===== config.mk =====
export PLATFORM = sky130hd
export DESIGN_NAME = arb_requester
export DESIGN_NICKNAME = d
export VERILOG_FILES = /design/src/rtl/arb_pkg.sv /design/src/rtl/pend_counter.sv /design/src/rtl/arb_requester.sv
export SDC_FILE = /design/constraint.sdc
export NUM_CORES = 1
export LEC_CHECK = 0
export CORE_MARGIN = 1
export CORE_UTILIZATION = 45
export CTS_BUF_LIST = sky130_fd_sc_hd__clkbuf_2
export CTS_CLUSTER_SIZE = 30
export DETAILED_ROUTE_END_ITERATION = 10
export HOLD_SLACK_MARGIN = 0.03
export PLACE_DENSITY = 0.76
export SYNTH_ARGS = -nofsm -noshare
export SYNTH_HDL_FRONTEND = slang
export SYNTH_SLANG_ARGS = --single-unit

===== constraint.sdc =====
create_clock -name clock -period 4.6 [get_ports clock]
set_input_delay 0.92 -clock clock [delete_from_list [all_inputs] [get_ports clock]]
set_output_delay 0.92 -clock clock [all_outputs]
set_load 0.01 [all_outputs]

===== src/rtl/arb_pkg.sv =====
// Shared definitions for the rotating-priority requester: default sizing,
// the client index type and the grant-vector shape check.
package arb_pkg;

  localparam int NUM_REQ_DEF = 4;
  localparam int CNT_W_DEF   = 2;
  localparam int SEL_W_DEF   = $clog2(NUM_REQ_DEF);
  localparam int MAX_REQ     = 64;

  typedef logic [SEL_W_DEF-1:0] req_id_t;

  // True when at most one bit is set (popcount <= 1); callers zero-extend.
  function automatic logic onehot0(input logic [MAX_REQ-1:0] v);
    return (v & (v - MAX_REQ'(1))) == '0;
  endfunction

endpackage


===== src/rtl/pend_counter.sv =====
// Saturating pending-request counter for one client. Simultaneous inc and dec
// cancel; inc at full is refused and reported on ovf in the same cycle.
module pend_counter
  import arb_pkg::*;
#(
  parameter int CNT_W = CNT_W_DEF
) (
  input  logic clock,
  input  logic reset_n,
  input  logic inc,
  input  logic dec,
  output logic full,
  output logic nonzero,
  output logic ovf
);

  localparam logic [CNT_W-1:0] CNT_MAX = '1;

  logic [CNT_W-1:0] count;

  assign full    = (count == CNT_MAX);
  assign nonzero = (count != '0);
  assign ovf     = inc && !dec && full;

  always_ff @(posedge clock) begin
    if (!reset_n) begin
      count <= '0;
    end else if (inc && !dec && !full) begin
      count <= count + CNT_W'(1);
    end else if (dec && !inc && nonzero) begin
      count <= count - CNT_W'(1);
    end
  end

endmodule


===== src/rtl/arb_requester.sv =====
// Requester side of the rps arbiter: buffers client pulses, presents req/en/sel,
// validates the returned grant, reports accepted grants and flags violations.
module arb_requester
  import arb_pkg::*;
#(
  parameter  int NUM_REQ = NUM_REQ_DEF,
  parameter  int CNT_W   = CNT_W_DEF,
  localparam int SEL_W   = $clog2(NUM_REQ)
) (
  input  logic               clock,
  input  logic               reset_n,
  input  logic [NUM_REQ-1:0] issue,
  input  logic               enable,
  input  logic [NUM_REQ-1:0] gnt,
  output logic [NUM_REQ-1:0] req,
  output logic               en,
  output logic [SEL_W-1:0]   sel,
  output logic [NUM_REQ-1:0] full,
  output logic               done_valid,
  output logic [SEL_W-1:0]   done_id,
  output logic               err
);

  // Handshake: req[i] is held while client i has pending work; the arbiter
  // answers in the same cycle with gnt. A grant is consumed only when en=1,
  // gnt is one-hot and targets a requesting client; gnt=0 is a legal stall.
  logic [NUM_REQ-1:0] nonzero;
  logic [NUM_REQ-1:0] ovf;
  logic [NUM_REQ-1:0] dec;
  logic [SEL_W-1:0]   gnt_idx;
  logic               gnt_any;
  logic               gnt_ok;
  logic               gnt_pend;
  logic               gnt_orphan;
  logic               acc;
  logic               viol;

  assign en  = enable;
  assign req = nonzero;

  assign gnt_any    = |gnt;
  assign gnt_ok     = onehot0(MAX_REQ'(gnt));
  assign gnt_pend   = |(gnt & nonzero);
  assign gnt_orphan = |(gnt & ~nonzero);
  assign acc        = enable && gnt_any && gnt_ok && gnt_pend;
  assign viol       = gnt_any && (!gnt_ok || !enable || gnt_orphan);
  assign dec        = acc ? gnt : '0;

  always_comb begin
    gnt_idx = '0;
    for (int i = 0; i < NUM_REQ; i++) begin
      if (gnt[i]) gnt_idx = SEL_W'(i);
    end
  end

  for (genvar g = 0; g < NUM_REQ; g++) begin : g_pend
    pend_counter #(.CNT_W(CNT_W)) u_pend (
      .clock   (clock),
      .reset_n (reset_n),
      .inc     (issue[g]),
      .dec     (dec[g]),
      .full    (full[g]),
      .nonzero (nonzero[g]),
      .ovf     (ovf[g])
    );
  end

  always_ff @(posedge clock) begin
    if (!reset_n) begin
      sel        <= '0;
      done_valid <= 1'b0;
      done_id    <= '0;
      err        <= 1'b0;
    end else begin
      done_valid <= acc;
      if (acc) begin
        sel     <= sel + SEL_W'(1);
        done_id <= gnt_idx;
      end
      if (viol || (|ovf)) err <= 1'b1;
    end
  end

endmodule


==> results of run 1 <==
==> cell usage in the layout, fill, tap and decap left out, types with 2 or more instances in the layout <==
cell type and n:
a211oi_1 2, a211oi_2 4, a21oi_1 5, a22oi_1 2, a311oi_1 2, a31oi_1 4, and2_1 4, and3_1 2
and4_1 3, clkbuf_2 3, clkdlybuf4s50_1 25, dfxtp_1 14, inv_1 9, nand2_1 5, nand2b_1 3, nand4_1 2
nor2_1 12, nor3b_1 2, o21ai_0 8, o21ai_1 6, o311a_1 2
==> worst max path at each step <==
stage | slack (ps) | cells past startpoint | to
2_1_floorplan | 2380 | 6 | err
3_3_place_gp | 1690 | 2 | en
3_5_place_dp | 1630 | 6 | err
4_1_cts | 1690 | 2 | en
5_1_grt | 1660 | 2 | en
6_report | 1700 | 2 | en
==> cell usage after synthesis (all sizes together) <==
library cell	instances	area, um^2
nor3	1	5.00
a311oi	2	17.5
nor3b	2	15.0
nor2	12	45.0
o31a	1	8.76
xnor2	1	8.76
o311a	2	20.0
clkbuf	1	3.75
nand3	2	15.0
and4	3	26.3
a31oi	4	25.0
a21oi	5	25.0
a22oi	2	15.0
nand4	3	25.0
a211oi	6	65.1
dfxtp	14	280
o21a	1	15.0
xor2	1	8.76
and2	4	25.0
and3	2	12.5
nand2	5	18.8
nand2b	3	18.8
o21ai	14	70.1
inv	9	33.8
a32oi	1	8.76
buf	14	114
o22ai	1	6.26
a311o	1	10.0
==> state kept, by name (all words and copies together), names as in the netlist <==
register and flops:
done_id 2, done_valid 1, err 1, g_pend.u_pend.count 8, sel 2
==> routing by layer <==
metal	part of all wire (%)	vias to the layer above
met2	47	38
met3	6.2	2
met5	0	-
li1	-	448
met4	1.0	0
met1	46	412
==> per-stage QoR <==
stage	area (um^2)	utilization [%]	setup slack (ps)
6_report	1130	57.5	1700
5_1_grt	1130	57.5	1660
4_1_cts	1130	57.5	1690
3_5_place_dp	1110	56.5	1630
3_3_place_gp	1110	56.5	1690
2_1_floorplan	942	-	2380
==> cells by family after synthesis <==
family                 share of synthesized area [%]
XOR/XNOR                                        1.86
buffers and inverters                           16.1
AND/OR/NAND/NOR                                 21.9
flip-flops                                      29.7
AO/OA/AOI/OAI                                   30.4
==> report_power, final <==
| part | total (W) | switching (W) | internal (W) |
|---|---|---|---|
| Combinational | 0.0000915 | 0.0000462 | 0.0000452 |
| Clock | 0.0000603 | 0.0000414 | 0.0000189 |
| Sequential | 0.000143 | 0.0000116 | 0.000131 |
==> worst register-to-register path, cell delays in order (launching register included) <==
cell and delay [ps]:
dfxtp_1 380, o21ai_0 280, nand4_2 360, and4_1 370, o311a_1 320
==> final cells by class <==
class	count	area, um^2
Sequential cell	14	280
Timing Repair Buffer	25	250
Tap cell	27	33.8
Clock buffer	3	15.0
Inverter	9	33.8
Multi-Input combinational cell	79	510
Fill cell	202	835
Clock inverter	1	3.75
==> summary.txt, run 1 <==
Global routing
  • Grt total ovfl: 0
  • Largest net degree at the start of global routing: 16
  • Met3 Use GR: 3.40%
  • Antenna violations before repair: 0
  • First-pass GRT wire length: 2940 um
  • Vias in the first global route: 681
  • Met1 Use GR: 24.4%
  • Total track usage: 18.5%
  • GRT Max-Usage Layer: met2
  • Met2 usage: 29.2%

Drt
  • # DRC: 0
  • Wire per inst: 12.8 um
  • Post-Route WL: 2020 um
  • Vias: 900
  • Detail Route Antenna Nets: 0
  • Vias/cell: 5.70
  • Drt pass-1 iters: 5
  • DRT iter0 DRCs: 36

Synth
  • Register area share after synthesis: 29.7%
  • Syn Nets: 128
  • Mapped cell area: 942 um^2
  • Post-synth cell types: 34
  • Avg Inst Size Synth: 8.05 um^2
  • FF+latch count, synth: 14
  • Yosys warns: 0
  • Syn Inst Count: 117

Power and ir drop
  • Peak supply drop: 0.141 mV
  • Leakage power: 0.417 nW
  • PD cells: 261 nW/um^2
  • Total power: 0.000294 W

Critical path
  • Crit path kind: input pin to output pin
  • Top cell by count, worst path: clkdlybuf4s50_1
  • Crit path max-delay family: buffers and inverters
  • Worst path max stage delay: 550 ps
  • RR Endpoint: g_pend[0].u_pend.count[0]
  • CP Data Arrival Time: 1980 ps
  • Crit end category: output pin
  • Crit path cell chain: clkdlybuf4s50_1, clkdlybuf4s50_1
  • Worst r2r src: g_pend[1].u_pend.count[1]
  • CP required: 3680 ps
  • Critical path launch point type: input pin
  • Critical path origin: enable
  • Slowest CP cell: clkdlybuf4s50_1
  • Max FO, Critical Path: 3
  • CP Buf/Inv Count: 2
  • Worst-case reg-to-reg path depth: 4
  • Register-to-register setup slack: 2790 ps

STA
  • Slew margin rel.: 72.1%
  • Fin crit share: 63.1%
  • Setup repair after global routing missed its margin: no
  • Max Freq: 0.345 GHz
  • Final Hold Slack: 520 ps
  • Final Skew: 5.61 ps
  • Final hold violations: 0
  • Final Max Tran Viols: 0
  • TNS Setup: 0 ps
  • Final setup vio count: 0
  • Fin crit period: 2900 ps
  • Slew of the pin with the lowest slew margin: 416 ps

Floorplan
  • Total core area: 1960 um^2
  • # IOs: 26
  • Die Span X: 47.8 um
  • Rows: 16
  • DIE HEIGHT: 47.8 um
  • Starting Density: 48.0%
  • Die ar.: 2280 um^2

Finish
  • Nets@finish: 143
  • Final std cells w/o fill: 158
  • Area grow syn2layout: 19.7%
  • Diode count: 0
  • Share of cells above drive strength 1: 7.63%

Clock tree
  • H-tree depth: 1
  • CTS Hold Buffers Added: 0
  • Worst skew pair latency: 280 ps
  • Cts repair resizes: 0
  • CTS buffer count: 3
  • CTS tree: built
  • CTS clock-pin slew for the worst setup and hold paths: 150 ps
  • CTS sink count: 14
  • Post-CTS setup buffer count: 0
  • Root Buffer Master: clkbuf_2
  • Clock Path Buffers: 2

Flow run
  • Max Cap Violations: 0

Placed design
  • Inst Count DP: 154
  • Post-detail-place hpwl: 1500 um
  • Port buffer count: 25
  • Final RePlAce weighted congestion: 0.801

Min path
  • Hold endpoint: done_id[1]
  • Min-Delay Startpoint: done_id[1]
  • Hold Path Cell Cnt: 2
  • Hold Crit Class: flip-flop to flip-flop

Status
  • Outcome: finished, final reports clean
No activity file was read; power rests on OpenSTA's default activity.
==> run 2: changes to the inputs <==
==> constraint.sdc (replaced) <==
create_clock -name clock -period 3 [get_ports clock]
set_input_delay 0.6 -clock clock [delete_from_list [all_inputs] [get_ports clock]]
set_output_delay 0.6 -clock clock [all_outputs]
set_load 0.01 [all_outputs]
==> summary.txt, run 2 (synthesized netlist as in run 1, its figures left out) <==
Status
  • Outcome: finished, final reports clean

Min path
  • Hold Crit Class: flip-flop to flip-flop
  • Min-Delay Startpoint: done_id[1]

STA
  • Setup repair after global routing missed its margin: no
  • Final hold violations: 0 (unchanged)
  • Max Freq: 0.424 GHz
  • Final Skew: 18.2 ps (+12.6 ps)
  • Final setup vio count: 0 (unchanged)
  • Fin crit share: 78.5%
  • Final setup margin: 644 ps (-1050 ps)
  • Fin crit period: 2360 ps
  • Final Max Tran Viols: 0 (unchanged)
  • Slew of the pin with the lowest slew margin: 410 ps (-6.46 ps)
  • TNS Setup: 0 ps (unchanged)
  • Final Hold Slack: 513 ps (-7.05 ps)
  • Slew margin rel.: 72.6% (+0.50 points)

Finish
  • Regs by FF count: g_pend.u_pend.count (8), done_id (2), sel (2)
  • Seq. cell area: 280 um^2 (unchanged)
  • Most common cell after layout, fill and taps aside: clkdlybuf4s50_1
  • Area grow syn2layout: 20.5%
  • Final std cells w/o fill: 159 (+0.63%)
  • Share of cells above drive strength 1: 8.33% (+0.70 points)
  • Nets@finish: 144 (+0.70%)
  • Reg with most FFs: g_pend.u_pend.count
  • Filler cells: 202 (unchanged)
  • Largest register FFs: 8 (unchanged)
  • Diode count: 0 (unchanged)
  • Footprint of the multi-input gates: 510 um^2 (unchanged)
  • Fin area: 1130 um^2 (+0.67%)
  • Most frequent cells in the layout: clkdlybuf4s50_1, dfxtp_1, nor2_1

Global routing
  • Grt total ovfl: 0 (unchanged)
  • Met1 Use GR: 23.7% (-0.68 points)
  • GRT Max-Usage Layer: met2
  • Vias in the first global route: 714 (+4.8%)
  • First-pass GRT wire length: 2990 um (+1.9%)
  • Met2 usage: 30.3% (+1.1 points)
  • Met3 Use GR: 6.42% (+3.0 points)
  • Antenna violations before repair: 0 (unchanged)
  • Largest net degree at the start of global routing: 16 (unchanged)
  • Total track usage: 18.7% (+0.23 points)

Critical path
  • Critical path origin: gnt[1]
  • CP Buf/Inv Count: 1 (-1)
  • Crit path max-delay family: compound AO/OA/AOI/OAI gates
  • Crit end category: flip-flop
  • Register-to-register setup slack: 1230 ps (-1560 ps)
  • CP Data Arrival Time: 2540 ps (+560 ps)
  • Critical path launch point type: input pin
  • Max FO, Critical Path: 14 (+11)
  • Slowest CP cell: clkdlybuf4s50_1
  • Crit path cell chain: clkdlybuf4s50_1, o21ai_0, nand4_2, nand3_2, a311o_1, o31a_1
  • CP required: 3180 ps (-500 ps)
  • Worst r2r src: g_pend[1].u_pend.count[1]
  • Crit path kind: input pin to flip-flop
  • Worst path max stage delay: 700 ps (+150 ps)

Clock tree
  • H-tree depth: 1 (unchanged)
  • CTS Hold Buffers Added: 0 (unchanged)
  • Root Buffer Master: clkbuf_2
  • CTS tree: built
  • CTS sink count: 14 (unchanged)
  • CTS clock-pin slew for the worst setup and hold paths: 130 ps (-20 ps)
  • Post-CTS setup buffer count: 0 (unchanged)
  • Cts repair resizes: 0 (unchanged)
  • Clock Path Buffers: 2 (unchanged)
  • CTS buffer count: 3 (unchanged)
  • Worst skew pair latency: 290 ps (about the same)

Power and ir drop
  • Peak supply drop: 0.360 mV (+150%)
  • PD cells: 399 nW/um^2 (+53%)
  • Leakage power: 0.423 nW (+1.3%)

Drt
  • Post-Route WL: 2040 um (+0.74%)
  • Vias/cell: 5.53 (-2.8%)
  • Wire per inst: 12.8 um (+0.11%)
  • DRT iter0 DRCs: 14 (-61%)
  • # DRC: 0 (unchanged)
  • Drt pass-1 iters: 4 (-1)
  • Detail Route Antenna Nets: 0 (unchanged)
  • Vias: 880 (-2.2%)

Floorplan
  • Total core area: 1960 um^2 (unchanged)
  • DIE HEIGHT: 47.8 um (unchanged)
  • # IOs: 26 (unchanged)
  • Starting Density: 48.0% (unchanged)
  • Die Span X: 47.8 um (unchanged)
  • Rows: 16 (unchanged)
  • Die ar.: 2280 um^2 (unchanged)

Flow run
  • Max Cap Violations: 0 (unchanged)

Placed design
  • Post-detail-place hpwl: 1500 um (about the same)
  • Pre-CTS WS: 388 ps (-1250 ps)
  • Port buffer count: 25 (unchanged)
  • Final RePlAce weighted congestion: 0.824 (+2.9%)
  • Inst Count DP: 155 (+0.65%)
  • Placed inst area: 1120 um^2 (+0.68%)
==> run 2: layer usage <==
metal  part of all wire, %  wire (um)
met1                    46        933
met2                    46        933
met3                   7.5        152
met4                  0.93         19
met5                     0          0
==> run 2: path summary, 6_finish.rpt <==
path	endpoint	cells after the start
max	err	6
min	done_id[1]	2
max reg2reg	g_pend[0].u_pend.count[0]	4
min reg2reg	done_id[1]	2
==> run 2: worst reg2reg max path, delay by kind of cell (launching register included) <==
family,cells,cell delay [ps]
flip-flops,1,380
AO/OA/AOI/OAI,2,590
AND/OR/NAND/NOR,2,710
==> run 2: area by class of cell <==
| cell class | count | share of cell area (%) |
|---|---|---|
| well taps | 27 | 2.98 |
| inverters | 9 | 2.98 |
| clock buffers | 3 | 1.32 |
| repair buffers | 26 | 22.7 |
| clock inverters | 1 | 0.331 |
| flip-flops and latches | 14 | 24.7 |
| multi-input cells | 79 | 45.0 |
==> run 2: where the power goes <==
part	switching (W)	internal (W)
clock	0.0000643	0.0000289
combinational	0.0000723	0.0000705
sequential	0.0000163	0.000201
==> run 2: per-stage QoR <==
stage / utilization, % / power, W
after floorplan: - / 0.000321
after global placement: 56.9 / 0.000360
after detailed placement: 56.9 / 0.000363
after CTS: 57.8 / 0.000457
after global routing: 57.8 / 0.000482
final: 57.8 / 0.000453
